## config.mk

```make
export PLATFORM = sky130hd
export DESIGN_NAME = port_rx_buffer
export DESIGN_NICKNAME = d
export VERILOG_FILES = /design/src/rtl/port_rx_buffer.sv
export SDC_FILE = /design/constraint.sdc
export NUM_CORES = 1
export LEC_CHECK = 0
export BUFFER_PORTS_ARGS = -buffer_cell sky130_fd_sc_hd__buf_2
export CAP_MARGIN = 15
export CORE_AREA = 3 3 93 139
export DETAILED_ROUTE_END_ITERATION = 10
export DIE_AREA = 0 0 96 142
export PLACE_DENSITY = 0.64
export SETUP_SLACK_MARGIN = 0.15
export SLEW_MARGIN = 20
export SYNTH_ARGS = -nofsm -noshare
export SYNTH_HDL_FRONTEND = slang
export SYNTH_SLANG_ARGS = --single-unit
```

## constraint.sdc

```tcl
create_clock -name clk -period 6.45 [get_ports clk]
set_input_delay 1.6125 -clock clk [delete_from_list [all_inputs] [get_ports clk]]
set_output_delay 1.6125 -clock clk [all_outputs]
set_load 0.1 [all_outputs]
```

## src/rtl/port_rx_buffer.sv

```systemverilog
`default_nettype none
// ============================================================================
//  Module   : port_rx_buffer
//  Purpose  : Receive-side frame reassembly and show-ahead FIFO for one
//             egress port of the 4-port switch. Beats from the output mux
//             are staged for one cycle, so that the last beat of each frame
//             can be tagged before it is written. Because the link has no
//             backpressure, overflow is resolved with counted drops.
//  Options  : PORT_RX_STATS_EN - when defined, frame_cnt and drop_cnt are
//             implemented. Otherwise both outputs are tied to zero.
//  Revision : 1.0 - initial release
// ============================================================================
module port_rx_buffer #(
   parameter int FIFO_DEPTH = 8,
   // Half of the switch's 16-bit packet data width.
   parameter int BEAT_W     = 8
) (
   input  logic                          clk,
   input  logic                          rst,
   input  logic                          valid_in,
   input  logic [BEAT_W-1:0]             data_in,
   input  logic                          rd_en,
   output logic                          rd_valid,
   output logic [BEAT_W-1:0]             rd_data,
   output logic                          rd_last,
   output logic                          full,
   output logic                          empty,
   output logic [$clog2(FIFO_DEPTH):0]   level,
   output logic [15:0]                   frame_cnt,
   output logic [15:0]                   drop_cnt
);

   localparam int                AW           = $clog2(FIFO_DEPTH);
   localparam logic [AW:0]       c_FULL_LEVEL = (AW + 1)'(FIFO_DEPTH);

   typedef enum logic [1:0] {
      ST_IDLE  = 2'd0,   // nothing staged
      ST_HOLD  = 2'd1,   // staged beat, frame still open
      ST_FLUSH = 2'd2    // frame closed, staged last beat waiting for space
   } state_t;

   state_t            state_q;
   logic [BEAT_W-1:0] stg_data_q;
   logic [AW:0]       wr_ptr_q;
   logic [AW:0]       rd_ptr_q;
   logic [BEAT_W:0]   mem_q [FIFO_DEPTH];   // {last, data}

   logic              w_pop;
   logic              w_push_ok;
   logic              w_push;
   logic              w_push_last;
   logic [BEAT_W:0]   w_head;

   // Occupancy flags come straight from the registered pointers.
   assign level    = wr_ptr_q - rd_ptr_q;
   assign empty    = (wr_ptr_q == rd_ptr_q);
   assign full     = (level == c_FULL_LEVEL);
   assign rd_valid = !empty;

   // A pop on the same edge frees the slot a push needs, even when full.
   assign w_pop     = rd_en && !empty;
   assign w_push_ok = !full || w_pop;

   // Show-ahead head; forced to zero while empty so stale entries never leak.
   assign w_head  = mem_q[rd_ptr_q[AW-1:0]];
   assign rd_data = empty ? '0 : w_head[BEAT_W-1:0];
   assign rd_last = !empty && w_head[BEAT_W];

   // Decide whether the staged beat is written this cycle and with which tag.
   always_comb begin
      w_push      = 1'b0;
      w_push_last = 1'b0;
      case (state_q)
         ST_HOLD: begin
            if (w_push_ok) begin
               w_push      = 1'b1;
               w_push_last = !valid_in;
            end
         end
         ST_FLUSH: begin
            if (w_push_ok) begin
               w_push      = 1'b1;
               w_push_last = 1'b1;
            end
         end
         default: begin
            w_push      = 1'b0;
            w_push_last = 1'b0;
         end
      endcase
   end

   // Frame tracking state machine with its one-entry staging register.
   always_ff @(posedge clk or posedge rst) begin
      if (rst) begin
         state_q    <= ST_IDLE;
         stg_data_q <= '0;
      end else begin
         case (state_q)
            ST_IDLE: begin
               if (valid_in) begin
                  stg_data_q <= data_in;
                  state_q    <= ST_HOLD;
               end
            end
            ST_HOLD: begin
               if (valid_in) begin
                  // Without space the incoming beat is dropped and the
                  // staged beat is kept.
                  if (w_push_ok) begin
                     stg_data_q <= data_in;
                  end
               end else begin
                  state_q <= w_push_ok ? ST_IDLE : ST_FLUSH;
               end
            end
            ST_FLUSH: begin
               if (w_push_ok) begin
                  if (valid_in) begin
                     // A new frame starts here; its earlier beats were
                     // dropped while the FIFO was full.
                     stg_data_q <= data_in;
                     state_q    <= ST_HOLD;
                  end else begin
                     state_q    <= ST_IDLE;
                  end
               end
            end
            default: begin
               state_q <= ST_IDLE;
            end
         endcase
      end
   end

   // FIFO pointers; the extra MSB separates full from empty.
   always_ff @(posedge clk or posedge rst) begin
      if (rst) begin
         wr_ptr_q <= '0;
         rd_ptr_q <= '0;
      end else begin
         if (w_push) begin
            wr_ptr_q <= wr_ptr_q + 1'b1;
         end
         if (w_pop) begin
            rd_ptr_q <= rd_ptr_q + 1'b1;
         end
      end
   end

   // Storage array write; the contents need no reset because the output is
   // masked while the FIFO is empty.
   always_ff @(posedge clk) begin
      if (w_push) begin
         mem_q[wr_ptr_q[AW-1:0]] <= {w_push_last, stg_data_q};
      end
   end

`ifdef PORT_RX_STATS_EN
   logic [15:0] frame_cnt_q;
   logic [15:0] drop_cnt_q;
   logic        w_drop;
   logic        w_frame_done;

   // Any beat that arrives while a staged beat is still waiting for space is
   // lost, whether the frame is open or already closed.
   assign w_drop       = (state_q != ST_IDLE) && valid_in && !w_push_ok;
   assign w_frame_done = w_push && w_push_last;

   // Saturating frame and drop statistics.
   always_ff @(posedge clk or posedge rst) begin
      if (rst) begin
         frame_cnt_q <= '0;
         drop_cnt_q  <= '0;
      end else begin
         if (w_frame_done && (frame_cnt_q != 16'hFFFF)) begin
            frame_cnt_q <= frame_cnt_q + 16'd1;
         end
         if (w_drop && (drop_cnt_q != 16'hFFFF)) begin
            drop_cnt_q <= drop_cnt_q + 16'd1;
         end
      end
   end

   assign frame_cnt = frame_cnt_q;
   assign drop_cnt  = drop_cnt_q;
`else
   assign frame_cnt = 16'h0000;
   assign drop_cnt  = 16'h0000;
`endif

endmodule
`default_nettype wire

```

==> summary.txt <==
Synthesis
  • Most frequent cell after synthesis: edfxtp_1
  • Syn. warnings: 0
  • EDFF count, synth: 72
  • Asr flop ratio synth: 20.0%
  • Post-synth top cells: 72 x edfxtp_1, 32 x buf_4, 22 x nand2_1
  • Post-synth cell types: 36
  • Synth Cell Area: 4070 um^2
  • Syn_area_per_cell: approximately 16 um^2
  • Cells after synthesis: 257
  • Top cell type's share of synthesized area: 53.1%
  • Synth area leaders: edfxtp_1 53%, dfrtp_1 11%, mux4_2 10%
  • Post-synth top area cell: edfxtp_1
  • Synth Flop Type: edfxtp_1
  • Synth Register Bits: 90
  • Register area share after synthesis: 64.1%

Clocking
  • CTS Sinks: 90
  • Worst-path clk slew: 0.06 ns
  • Post_cts resized: 0
  • # H-tree levels: 3
  • Num CTS Buffers: 9
  • Longest Clk Path Bufs: 2
  • Post-CTS Setup Repair Bufs: 0
  • CTS tree: done
  • Clock latency on the worst-skew pair: 0.33 ns
  • CTS root buf: clkbuf_16
  • Hold Buf Count CTS: 0

Floorplan
  • Initial Utilization: roughly a third
  • Die width: 96 um
  • Ports: 60
  • Core area: ~12000 um^2
  • Die height: 142 um
  • # rows: 49
  • Die ar.: 13600 um^2

Detailed routing
  • Routed wire per std cell: 16.0 um
  • Routed Antenna Nets: 0
  • Vias per inst: between 4 and 5
  • Vias post-DR: 2044
  • WL final: ~7.2 mm
  • DRC violations left: 0
  • Pre-antenna DRT Iters: 4
  • Starting DRC count in detailed routing: ~110

Setup path
  • Crit path DAT: between 3 and 4 ns
  • CP max stage delay: 0.65 ns
  • Critical path class: reg -> out
  • Crit-path cells: clkinv_1 > ha_1 > nand3_1 > nor2_1 > buf_2
  • CP startpoint kind: flop
  • WP data required: between 4 and 5 ns
  • Crit end category: primary output
  • Critical path's slowest cell: nor2_1
  • Crit-path max FO: 12

Placement
  • Cells after DPL: 432
  • GPL Wtd Cong: between 0.7 and 0.8
  • Detailed Place HPWL: 5.09 mm
  • IO buf count: 27
  • Pre-CTS setup slack: around 1.9 ns

Layout
  • Finished Core Util: 38.4%
  • ANT cells: 0
  • Total Nets Final: 312
  • Fillers: 1104
  • Layout Cells excl Fill: 448
  • Area growth, synth to finish: 12.8%
  • Layout cell share with drive strength beyond 1: 28.8%

Timing
  • Final setup violating endpoints: 0
  • Sum Neg Setup Slack: 0 ns
  • Max-slew headroom: 33.2%
  • Final worst path period share: 74.6%
  • Least-Margin Pin Slew: 0.999 ns
  • Fmax: 208 MHz
  • Final worst slack: 1.64 ns
  • RSZ-0062 raised after global routing: no
  • Skew final: 0.00557 ns
  • Final hold vios: 0
  • Final Critical Period: 4.81 ns
  • Max Transition Viols Final: 0

GRT
  • First-pass GRT wire length: 11.3 mm
  • Vias in the first global route: between 2000 and 2500
  • Total congestion overflow: 0
  • Initial antenna violation count: 0
  • Pin count of the biggest net entering global routing: 23
  • GRT Resource Usage Total: 11.5%

Status
  • Outcome: finished clean

Hold path
  • Min-Delay Path Class: reg -> reg

Flow run
  • Max Cap Viol: 0
registers in the layout, indices dropped and copies added (netlist names):
name        count
stg_data_q      8
wr_ptr_q        4
mem_q          72
state_q         2
rd_ptr_q        4
layer usage:
metal	track usage (%)	share of wire (%)	vias up
met5	0	0	-
met4	5.55	1.7	0
met3	2.65	3.9	8
met2	20.0	55	61
met1	13.2	39	1019
li1	-	-	956
kinds of logic after synthesis:
group	synth area share [%]
AO/OA/AOI/OAI	4.18
XOR/XNOR	1.90
adder cells (fa/ha/maj)	3.26
buffers and inverters	7.71
flip-flops	64.1
multiplexers	13.0
other	0.0921
AND/OR/NAND/NOR	5.75
through the flow:
step / cell area (um^2) / hold slack [ns]
detailed placement: 4290 / 0.515
global route: 4590 / 0.554
floorplan: 4190 / 0.497
global placement: 4290 / 0.511
CTS: 4590 / 0.528
finish: 4590 / 0.533
worst paths after layout:
| check | startpoint | endpoint | cells past startpoint | slack, ns |
|---|---|---|---|---|
| hold / removal | rd_ptr_q[3] | rd_ptr_q[3] | 1 | 0.53 |
| setup reg to reg | rd_ptr_q[2] | mem_q[6][8] | 7 | 2.64 |
| min in group asynchronous | rst | stg_data_q[7] | 2 | 1.42 |
| setup / recovery | rd_ptr_q[2] | empty | 5 | 1.64 |
| max in group asynchronous | rst | stg_data_q[0] | 2 | 4.53 |
| hold reg to reg | rd_ptr_q[3] | rd_ptr_q[3] | 1 | 0.53 |
placed cells by master (no fill, tap or decap), drive strengths merged, types with 2 or more instances in the layout:
cell type / n
o21a: 2
edfxtp: 72
clkinvlp: 2
a21oi: 13
nand2: 22
buf: 29
or2: 2
ha: 9
inv: 12
xnor2: 4
nor2: 6
nand4: 2
conb: 32
nor4: 2
xor2: 4
o21ai: 3
clkbuf: 11
clkinv: 3
nor3: 8
dfrtp: 18
mux2: 10
mux4: 18
worst max-delay path, delay by kind of cell (launching register included):
kind                     cells  cell delay, ns
flip-flops                   1            0.62
adder cells (fa/ha/maj)      1            0.48
AND/OR/NAND/NOR              2            0.77
buffers and inverters        2            0.99
layout make-up:
| class | instances | area (um^2) | share of cell area (%) |
|---|---|---|---|
| multi-input combinational | 147 | 1290 | 28.2 |
| clock inverter | 5 | 53.8 | 1.17 |
| inverter | 13 | 48.8 | 1.06 |
| timing repair buffer | 29 | 150 | 3.27 |
| clock buffer | 11 | 243 | 5.28 |
| tap | 153 | 191 | 4.17 |
| sequential | 90 | 2610 | 56.9 |
Power is not shown: default switching activity piles up to over one toggle a cycle in this logic, so the estimate is an artifact.
